$ cat src/rtl/uart_rx_ctrl.sv
// rtl/uart_rx_ctrl.sv - UART receive sequencer: line sync, mid-bit tick scheduler, frame FIFO
//
// Purpose:
//   Re-times the raw rx line, schedules mid-bit baud ticks for the receiver
//   FSM, and buffers completed frames {frame_err, parity_err, byte} in a
//   small FIFO drained by the host with a valid/ready handshake.
//
// Optional feature macro: UART_RX_DROP_ERR_EN
//   defined   : errored frames are not stored; err_cnt_o counts them (saturating)
//   undefined : errored frames are stored with their flags; err_cnt_o = 0
//
// Ports:
//   clk, nrst              clock (rising edge), asynchronous active-low reset
//   enable_i               receiver enable
//   rx_i                   raw serial line (idle high, asynchronous)
//   baud_div_i             clk cycles per bit (values below 2 act as 2)
//   parity_en_i            frame carries a parity bit
//   rx_sync_o              synchronized line for the receiver FSM
//   baud_tick_o            one-cycle mid-bit sample strobe
//   data_ready_i           receiver frame-complete strobe
//   rx_byte_i              received byte
//   parity_err_i           parity error flag
//   frame_err_i            stop-bit error flag
//   rd_valid_o             FIFO not empty
//   rd_data_o              {frame_err, parity_err, byte} at FIFO head, 0 when empty
//   rd_ready_i             host pop request
//   fifo_count_o           FIFO occupancy
//   overrun_o              sticky frame-dropped-on-full flag
//   clr_ovr_i              clears overrun_o
//   err_cnt_o              dropped errored frame count

module uart_rx_ctrl #(
  parameter int DIV_W      = 16,
  parameter int FIFO_DEPTH = 4
) (
  input  logic                          clk,
  input  logic                          nrst,
  input  logic                          enable_i,
  input  logic                          rx_i,
  input  logic [DIV_W-1:0]              baud_div_i,
  input  logic                          parity_en_i,
  output logic                          rx_sync_o,
  output logic                          baud_tick_o,
  input  logic                          data_ready_i,
  input  logic [7:0]                    rx_byte_i,
  input  logic                          parity_err_i,
  input  logic                          frame_err_i,
  output logic                          rd_valid_o,
  output logic [9:0]                    rd_data_o,
  input  logic                          rd_ready_i,
  output logic [$clog2(FIFO_DEPTH):0]   fifo_count_o,
  output logic                          overrun_o,
  input  logic                          clr_ovr_i,
  output logic [7:0]                    err_cnt_o
);

  localparam int AW = $clog2(FIFO_DEPTH);
  localparam int CW = AW + 1;

  typedef enum logic [1:0] {S_IDLE, S_HUNT, S_HALF, S_BITS} state_t;

  // ---------------- synchronizer ----------------
  logic r_sync1, r_sync2, r_sync3;
  logic w_fall;

  always_ff @(posedge clk or negedge nrst) begin
    if (!nrst) begin
      r_sync1 <= 1'b1;
      r_sync2 <= 1'b1;
      r_sync3 <= 1'b1;
    end else begin
      r_sync1 <= rx_i;
      r_sync2 <= r_sync1;
      r_sync3 <= r_sync2;
    end
  end

  assign rx_sync_o = r_sync2;
  assign w_fall    = r_sync3 & ~r_sync2;

  // ---------------- tick scheduler ----------------
  state_t           r_state;
  logic [DIV_W-1:0] r_cnt;
  logic [DIV_W-1:0] r_div;
  logic [3:0]       r_tick_cnt;
  logic             r_par;
  logic [DIV_W-1:0] w_div_sel;
  logic             w_cnt_zero;
  logic             w_active;
  logic             w_last;

  assign w_div_sel  = (baud_div_i < DIV_W'(2)) ? DIV_W'(2) : baud_div_i;
  assign w_cnt_zero = (r_cnt == '0);
  assign w_active   = (r_state == S_HALF) || (r_state == S_BITS);
  // tick_cnt still holds the count before this tick: 9 -> 10th tick, 10 -> 11th
  assign w_last     = (r_tick_cnt == (r_par ? 4'd10 : 4'd9));

  // Decoded from registered state/counter; gated by enable_i so a disable
  // suppresses a tick falling in the same cycle.
  assign baud_tick_o = enable_i & w_active & w_cnt_zero;

  always_ff @(posedge clk or negedge nrst) begin
    if (!nrst) begin
      r_state    <= S_IDLE;
      r_cnt      <= '0;
      r_div      <= DIV_W'(2);
      r_tick_cnt <= '0;
      r_par      <= 1'b0;
    end else if (!enable_i) begin
      r_state    <= S_IDLE;
      r_cnt      <= '0;
      r_tick_cnt <= '0;
    end else begin
      case (r_state)
        S_IDLE: r_state <= S_HUNT;
        S_HUNT: begin
          if (w_fall) begin
            r_div   <= w_div_sel;
            r_cnt   <= (w_div_sel >> 1) - DIV_W'(1);
            r_par   <= parity_en_i;
            r_state <= S_HALF;
          end
        end
        S_HALF: begin
          if (w_cnt_zero) begin
            r_cnt      <= r_div - DIV_W'(1);
            r_tick_cnt <= 4'd1;
            // line back high at the start-bit centre: treat as a glitch
            r_state    <= rx_sync_o ? S_HUNT : S_BITS;
          end else begin
            r_cnt <= r_cnt - DIV_W'(1);
          end
        end
        S_BITS: begin
          if (w_cnt_zero) begin
            r_cnt      <= r_div - DIV_W'(1);
            r_tick_cnt <= r_tick_cnt + 4'd1;
            if (w_last) r_state <= S_HUNT;
          end else begin
            r_cnt <= r_cnt - DIV_W'(1);
          end
        end
        default: r_state <= S_IDLE;
      endcase
    end
  end

  // ---------------- receive FIFO ----------------
  logic [9:0]    r_mem [FIFO_DEPTH];
  logic [AW-1:0] r_wr_ptr, r_rd_ptr;
  logic [CW-1:0] r_count;
  logic          r_ovr;
  logic          w_push_req, w_push, w_pop, w_full, w_ovr_set;
  logic [9:0]    w_wdata;

`ifdef UART_RX_DROP_ERR_EN
  logic       w_err;
  logic [7:0] r_err_cnt;

  assign w_err      = parity_err_i | frame_err_i;
  assign w_push_req = data_ready_i & ~w_err;

  always_ff @(posedge clk or negedge nrst) begin
    if (!nrst) begin
      r_err_cnt <= '0;
    end else if (data_ready_i && w_err && (r_err_cnt != 8'hFF)) begin
      r_err_cnt <= r_err_cnt + 8'd1;
    end
  end

  assign err_cnt_o = r_err_cnt;
`else
  assign w_push_req = data_ready_i;
  assign err_cnt_o  = '0;
`endif

  assign w_wdata   = {frame_err_i, parity_err_i, rx_byte_i};
  assign w_full    = (r_count == CW'(FIFO_DEPTH));
  assign w_pop     = (r_count != '0) & rd_ready_i;
  // a pop frees the slot the push needs, so full+push+pop is lossless
  assign w_push    = w_push_req & (~w_full | w_pop);
  assign w_ovr_set = w_push_req & w_full & ~w_pop;

  always_ff @(posedge clk or negedge nrst) begin
    if (!nrst) begin
      for (int i = 0; i < FIFO_DEPTH; i++) r_mem[i] <= '0;
      r_wr_ptr <= '0;
      r_rd_ptr <= '0;
      r_count  <= '0;
      r_ovr    <= 1'b0;
    end else begin
      if (w_push) begin
        r_mem[r_wr_ptr] <= w_wdata;
        r_wr_ptr        <= r_wr_ptr + AW'(1);
      end
      if (w_pop) r_rd_ptr <= r_rd_ptr + AW'(1);
      case ({w_push, w_pop})
        2'b10:   r_count <= r_count + CW'(1);
        2'b01:   r_count <= r_count - CW'(1);
        default: r_count <= r_count;
      endcase
      if (w_ovr_set)      r_ovr <= 1'b1;
      else if (clr_ovr_i) r_ovr <= 1'b0;
    end
  end

  assign rd_valid_o   = (r_count != '0);
  assign rd_data_o    = rd_valid_o ? r_mem[r_rd_ptr] : 10'd0;
  assign fifo_count_o = r_count;
  assign overrun_o    = r_ovr;

endmodule

$ cat config.mk
export PLATFORM = sky130hd
export DESIGN_NAME = uart_rx_ctrl
export DESIGN_NICKNAME = d
export VERILOG_FILES = /design/src/rtl/uart_rx_ctrl.sv
export SDC_FILE = /design/constraint.sdc
export NUM_CORES = 1
export LEC_CHECK = 0
export ABC_CLOCK_PERIOD_IN_PS = 3100
export CAP_MARGIN = 5
export CORE_AREA = 2 2 115 117
export DETAILED_ROUTE_END_ITERATION = 16
export DIE_AREA = 0 0 117 119
export MAX_ROUTING_LAYER = met4
export SLEW_MARGIN = 25
export SYNTH_ARGS = -nofsm -noshare
export SYNTH_HDL_FRONTEND = slang
export SYNTH_SLANG_ARGS = --single-unit
$ cat constraint.sdc
create_clock -name clk -period 3.1 [get_ports clk]
set_input_delay 0.465 -clock clk [delete_from_list [all_inputs] [get_ports clk]]
set_output_delay 0.465 -clock clk [all_outputs]
set_load 0.005 [all_outputs]
Word-level counts from Yosys, hierarchy flattened
Index checks and enable logic that the tools add are counted.
Word-level totals
  input bits: 34
  register bits after elaboration: 90
  word-level logic and storage cells: 93
  output and inout port bits: 25
Cells by class
  multiplexer cells: 27
  $lt $le $gt $ge: 4
  bitwise gates (word level): 13
  equal/unequal tests: 13
  reductions and logical operators: 12
  add/sub/neg operators: 8
Operators with widths (count)
  two-way mux 16 bit: 4
  bitwise mux 40 bit: 1
  two-way mux 10 bit: 4
  case mux 16 bit (2 select lines): 1
  subtractor 16 x 1 -> 16 bit (second input constant): 2
  binary-select mux 10 bit (select 2 bit): 1
  demux 10 bit (select 2 bit): 1
  logical NOT 16 bit: 1
  < comparator 16 x 2 -> 1 bit (second input constant): 1
  subtractor 15 x 1 -> 16 bit (second input constant): 1
  two-way mux 2 bit: 7
  two-way mux 4 bit: 3
  inequality test 3 bit (second input constant): 4
  case mux 2 bit (4 select lines): 1
  case mux 4 bit (2 select lines): 1
  AND 1 bit: 7
  == test 2 bit (second input constant): 3
  greater-or-equal comparator 3 bit (second input constant): 2
  NOT 2 -> 3 bit: 2
  case mux 3 bit (2 select lines): 1
  AND reduction 3 bit: 2
  adder 2 x 1 -> 2 bit (second input constant): 2
  adder 4 x 1 -> 4 bit (second input constant): 1
  == test 2 x 1 -> 1 bit (second input constant): 2
  18 further kinds: 22

Logic depth before layout (Yosys ltp)
  depth in word-level cells: 6
  depth in mapped cells: 11
  gate-level depth less buffers: 10

Worst setup path after synthesis
No wires, ideal clock.
  path type: flip-flop to flip-flop
  start: register r_state[0]
  end: register r_cnt[14]
  data required time: 2.971 ns
  clock period less this slack: 2.408 ns
  slack: 0.692 ns
  buffers on the path: 1
  setup time: 0.129 ns
  arrival: 2.279 ns
  stages on the path, launching flop included: 11
  path through: dfrtp_1 ha_1 or2_1 buf_6 mux2i_1 o31a_1 ha_1 nand3_2 nor4_4 mux2i_1 nand3_1
Between the ends
  longest elaborated chain between the ends: 4
  elaborated cells on any way between the ends: 9
  those cells by class: eq/ne (5); mux (2); reduce/logical (2)
RTL lines
  start, declared: line 82  | state_t r_state;
  start signal, assigned: line 129  | r_state <= rx_sync_o ? S_HUNT : S_BITS;
  == test 2 bit: line 114  | case (r_state)
  OR reduction 2 bit (no line)
  case mux 16 bit (2 select lines) / inequality test 3 x 2 -> 1 bit (equally long branches)
  two-way mux 16 bit / AND reduction 2 bit (equally long branches)
  end signal, assigned: line 119  | r_cnt <= (w_div_sel >> 1) - DIV_W'(1);
  end signal, assigned: line 126  | r_cnt <= r_div - DIV_W'(1);
  end signal, assigned: line 131  | r_cnt <= r_cnt - DIV_W'(1);
  end, declared: line 83  | logic [DIV_W-1:0] r_cnt;
Parallel ways exist; a longest one is shown, timed or not.
A chain may end at the register's enable or synchronous reset.

Final worst setup path
  start: register r_cnt[7]
  end: output port baud_tick_o
Between the ends
  longest elaborated chain between the ends: 2
RTL lines
  logical NOT 16 bit: line 93  | assign w_cnt_zero = (r_cnt == '0);
  AND 1 bit: line 100  | assign baud_tick_o = enable_i & w_active & w_cnt_zero;
  end, declared: line 43  | output logic baud_tick_o,
Every way passes these cells.

==> impl_metrics.tcl <==
set metrics [dict create \
    total_of_warnings_raised_by_yosys 0 \
    clock_skew_ns 0.008083 \
    die_h_um 119 \
    cts_buffers 9 \
    timing.setup.critical_path_class "register to output pin" \
    seqPwrFrac_pct 38.0 \
    antennaDiodeCount 0 \
    floorplan.initialDensity_pct 38.36 \
    synthTopCellsByCount "sky130_fd_sc_hd__dfrtp_1 (86), sky130_fd_sc_hd__mux2_2 (58), sky130_fd_sc_hd__nor2_1 (32), sky130_fd_sc_hd__nand2_1 (27)" \
    peak_fanout_along_the_critical_path 4 \
    synth_largest_area_cell "sky130_fd_sc_hd__dfrtp_1" \
    timing.critical_path.from_type "register" \
    design_area_mm2 0.005974 \
    totalNegativeSetupSlack_ns 0 \
    clk_pin_slew_worst_paths_ns 0.07 \
    fp.dieW_um 117 \
    drv_cap 0 \
    synth_cell_type_count 66 \
    vdd_drop_max_v 0.0004553 \
    pin_count_of_the_biggest_net_entering_global_routing 50 \
    dr_total_vias 3699 \
    final_antenna_net_count 0 \
    core_area_mm2 0.01287 \
    yosysMostFrequentCell "sky130_fd_sc_hd__dfrtp_1" \
    fp.dieArea_mm2 0.01392 \
    number_of_levels_the_h_tree_was_split_into 3 \
    place_area_mm2 0.005679 \
    clock_sinks 90 \
    synthCells 435 \
    relative_max_transition_margin_pct 54.53 \
    clockPowerShare_pct 21.8 \
    netlist_area_mm2 0.004938 \
    cts_hold_bufs 0 \
    critPathArrivalTime_ns 2.34 \
    globalRoute.totalOverflow 0 \
    drt-vias-per-instance 5.472 \
    share_of_power_burned_in_combinational_logic_pct 40.2 \
    cts_buffer_depth 2 \
    fillCellCount 1226 \
    postSynth.asyncResetShare_pct 100.0 \
    hpwlAfterDp_um 8808 \
    power_report.internal_total_mw 3.408 \
    period_needed_ns 2.805 \
    clock-root-buffer "sky130_fd_sc_hd__clkbuf_16" \
    swShare_pct 32.80 \
    hp-class "input pin to async pin" \
    port_buffers 50 \
    io_count 59 \
    yosysSeqAreaShare_pct 45.71 \
    grt_pass1_wl_um 19990 \
    power.density_cell_area_mw_per_mm2 848.9 \
    rsz0062_at_grt "false" \
    synth_area_per_cell_um2 11.35 \
    drive_gt1_share_pct 24.20 \
    achievable-frequency_ghz 0.3565 \
    total_switching_power_mw 1.664 \
    timing.final.max_slew_violations 0 \
    cts_tree "yes" \
    layout-area-overhead-vs-synth_pct 20.98 \
    clk_latency_ns 0.35 \
    run_status "complete, no violations" \
    num-nets-final 541 \
    cp.required_ns 2.63 \
    setup.worst_path.end_class "output pin" \
    drtIter0Drc 174 \
    netlist.area_leader.share_pct 43.58 \
    num_rows 42 \
    post-route-drc-count 0 \
    gp_congestion 0.8765 \
    p_leak_nw 2.443 \
    wire_length_per_cell_um 18.19 \
    total_wire_length_after_detailed_routing_um 12290 \
    final-setup-viol-count 0 \
    cell_types_with_the_largest_area_share_after_synthesis "sky130_fd_sc_hd__dfrtp_1 (44%), sky130_fd_sc_hd__mux2_2 (13%), sky130_fd_sc_hd__mux4_2 (4.6%)" \
    synth-main-ff-cell "sky130_fd_sc_hd__dfrtp_1" \
    synth-edff-count 0 \
    final_min_period_over_clock_period_pct 90.48 \
    grtUsageTotal_pct 19.46 \
    grt_pass1_vias 3817 \
    timing.final.hold_violations 0 \
    tightest_slew_ns 0.6631 \
    synth-seq-cells 90 \
    drtPass1Iterations 4 \
    antenna_violations_before_repair 0 \
]
## final timing paths
kind	startpoint	end	slack (ns)	cells after the start
min in group clk	r_sync1$_DFF_PN1_	rx_sync_o$_DFF_PN1_	0.36	0
max in group asynchronous	nrst	r_div[8]$_DFFE_PN0P_	2.21	2
max	r_cnt[7]$_DFFE_PN0P_	baud_tick_o	0.30	5
min reg2reg	r_sync1$_DFF_PN1_	rx_sync_o$_DFF_PN1_	0.36	0
min	nrst	r_state[0]$_DFFE_PN0P_	0.14	1
max reg2reg	r_state[1]$_DFFE_PN0P_	r_cnt[14]$_DFFE_PN0P_	0.30	10
## routing by layer
layer  up-vias  global-route usage [%]  wire, um
li1       1709                       -         -
met1      1886                   23.37      5267
met2        92                   32.30      6258
met3        12                   5.293       551
met4         0                   5.074       216
met5         -                       -         0
## worst max-delay path, cell delays in order, from the launching register on
cell and delay, ns:
sky130_fd_sc_hd__dfrtp_1 0.46, sky130_fd_sc_hd__nor4_2 0.34, sky130_fd_sc_hd__and4_1 0.36, sky130_fd_sc_hd__nand2_1 0.12
sky130_fd_sc_hd__nor3_1 0.18, sky130_fd_sc_hd__clkdlybuf4s50_1 0.53
## flip-flops by register name, summed over array words and instances (netlist names)
register,cells
r_div,16
r_tick_cnt,4
r_par,1
r_rd_ptr,2
r_state,2
r_cnt,16
r_mem,40
r_wr_ptr,2
r_sync3,1
overrun_o,1
rx_sync_o,1
fifo_count_o,3
r_sync1,1
## cell usage in the layout, fill, tap and decap left out, types with 4 or more instances in the layout
| master | count |
|---|---|
| sky130_fd_sc_hd__and2_1 | 12 |
| sky130_fd_sc_hd__conb_1 | 8 |
| sky130_fd_sc_hd__nor4_1 | 4 |
| sky130_fd_sc_hd__a31oi_1 | 8 |
| sky130_fd_sc_hd__nor3_1 | 9 |
| sky130_fd_sc_hd__mux4_2 | 10 |
| sky130_fd_sc_hd__ha_1 | 10 |
| sky130_fd_sc_hd__nand2_1 | 27 |
| sky130_fd_sc_hd__a21oi_1 | 17 |
| sky130_fd_sc_hd__a311oi_1 | 4 |
| sky130_fd_sc_hd__buf_4 | 18 |
| sky130_fd_sc_hd__clkbuf_16 | 9 |
| sky130_fd_sc_hd__inv_1 | 13 |
| sky130_fd_sc_hd__a211oi_1 | 9 |
| sky130_fd_sc_hd__nand3_1 | 6 |
| sky130_fd_sc_hd__mux2_2 | 58 |
| sky130_fd_sc_hd__or3_1 | 4 |
| sky130_fd_sc_hd__xnor2_1 | 6 |
| sky130_fd_sc_hd__mux2i_1 | 5 |
| sky130_fd_sc_hd__clkdlybuf4s50_1 | 49 |
| sky130_fd_sc_hd__nor2_1 | 31 |
| sky130_fd_sc_hd__o21ai_0 | 17 |
| sky130_fd_sc_hd__xor2_1 | 9 |
| sky130_fd_sc_hd__dfrtp_1 | 86 |
| sky130_fd_sc_hd__dfstp_2 | 4 |
## per-stage QoR
step	hold slack, ns	utilization [%]	cells	setup WS, ns	total power, mW
finish	0.1398	46.40	676	0.2952	5.072
global route	0.1903	46.40	676	0.07175	5.390
CTS	0.1584	46.38	676	0.2828	5.119
detailed placement	0.3570	44.11	661	0.1680	3.995
global placement	0.3469	44.11	661	0.2599	3.918
floorplan	0.1694	-	442	0.6917	3.165
## layout make-up
type | instances | area, um^2 | share of cell area (%)
flip-flops and latches | 90 | 2257 | 37.78
clock buffers | 10 | 229.0 | 3.832
clock inverters | 5 | 63.81 | 1.068
inverters | 13 | 48.80 | 0.8168
well taps | 176 | 220.2 | 3.686
multi-input cells | 315 | 2530 | 42.35
repair buffers | 67 | 625.6 | 10.47
## logic make-up (layout without fill, tap and decap cells)
group / after synthesis / after routing / share of synthesized area, %
flops: 90 / 90 / 45.71
xor+xnor: 15 / 15 / 2.660
fa+ha+maj: 11 / 11 / 2.939
mux: 76 / 76 / 19.69
other cells: 1 / 8 / 0.07593
buf+inv: 37 / 95 / 3.724
simple gates: 118 / 118 / 12.74
compound gates: 87 / 87 / 12.47
## timing repair
item | in CTS | in global routing
resized for setup | 0 | 1
endpoints found under the setup margin | 0 | 1
setup buffers | 0 | 0
## power by group through the flow
stage | sequential [mW] | combinational [mW] | clock, mW
after global placement | 1.91 | 2.00 | 0
after floorplan | 1.82 | 1.35 | 0
after global routing | 1.97 | 2.23 | 1.18
after CTS | 1.92 | 2.07 | 1.13
final | 1.93 | 2.04 | 1.11
after detailed placement | 1.94 | 2.06 | 0
Power figures use the tool's default switching activity.
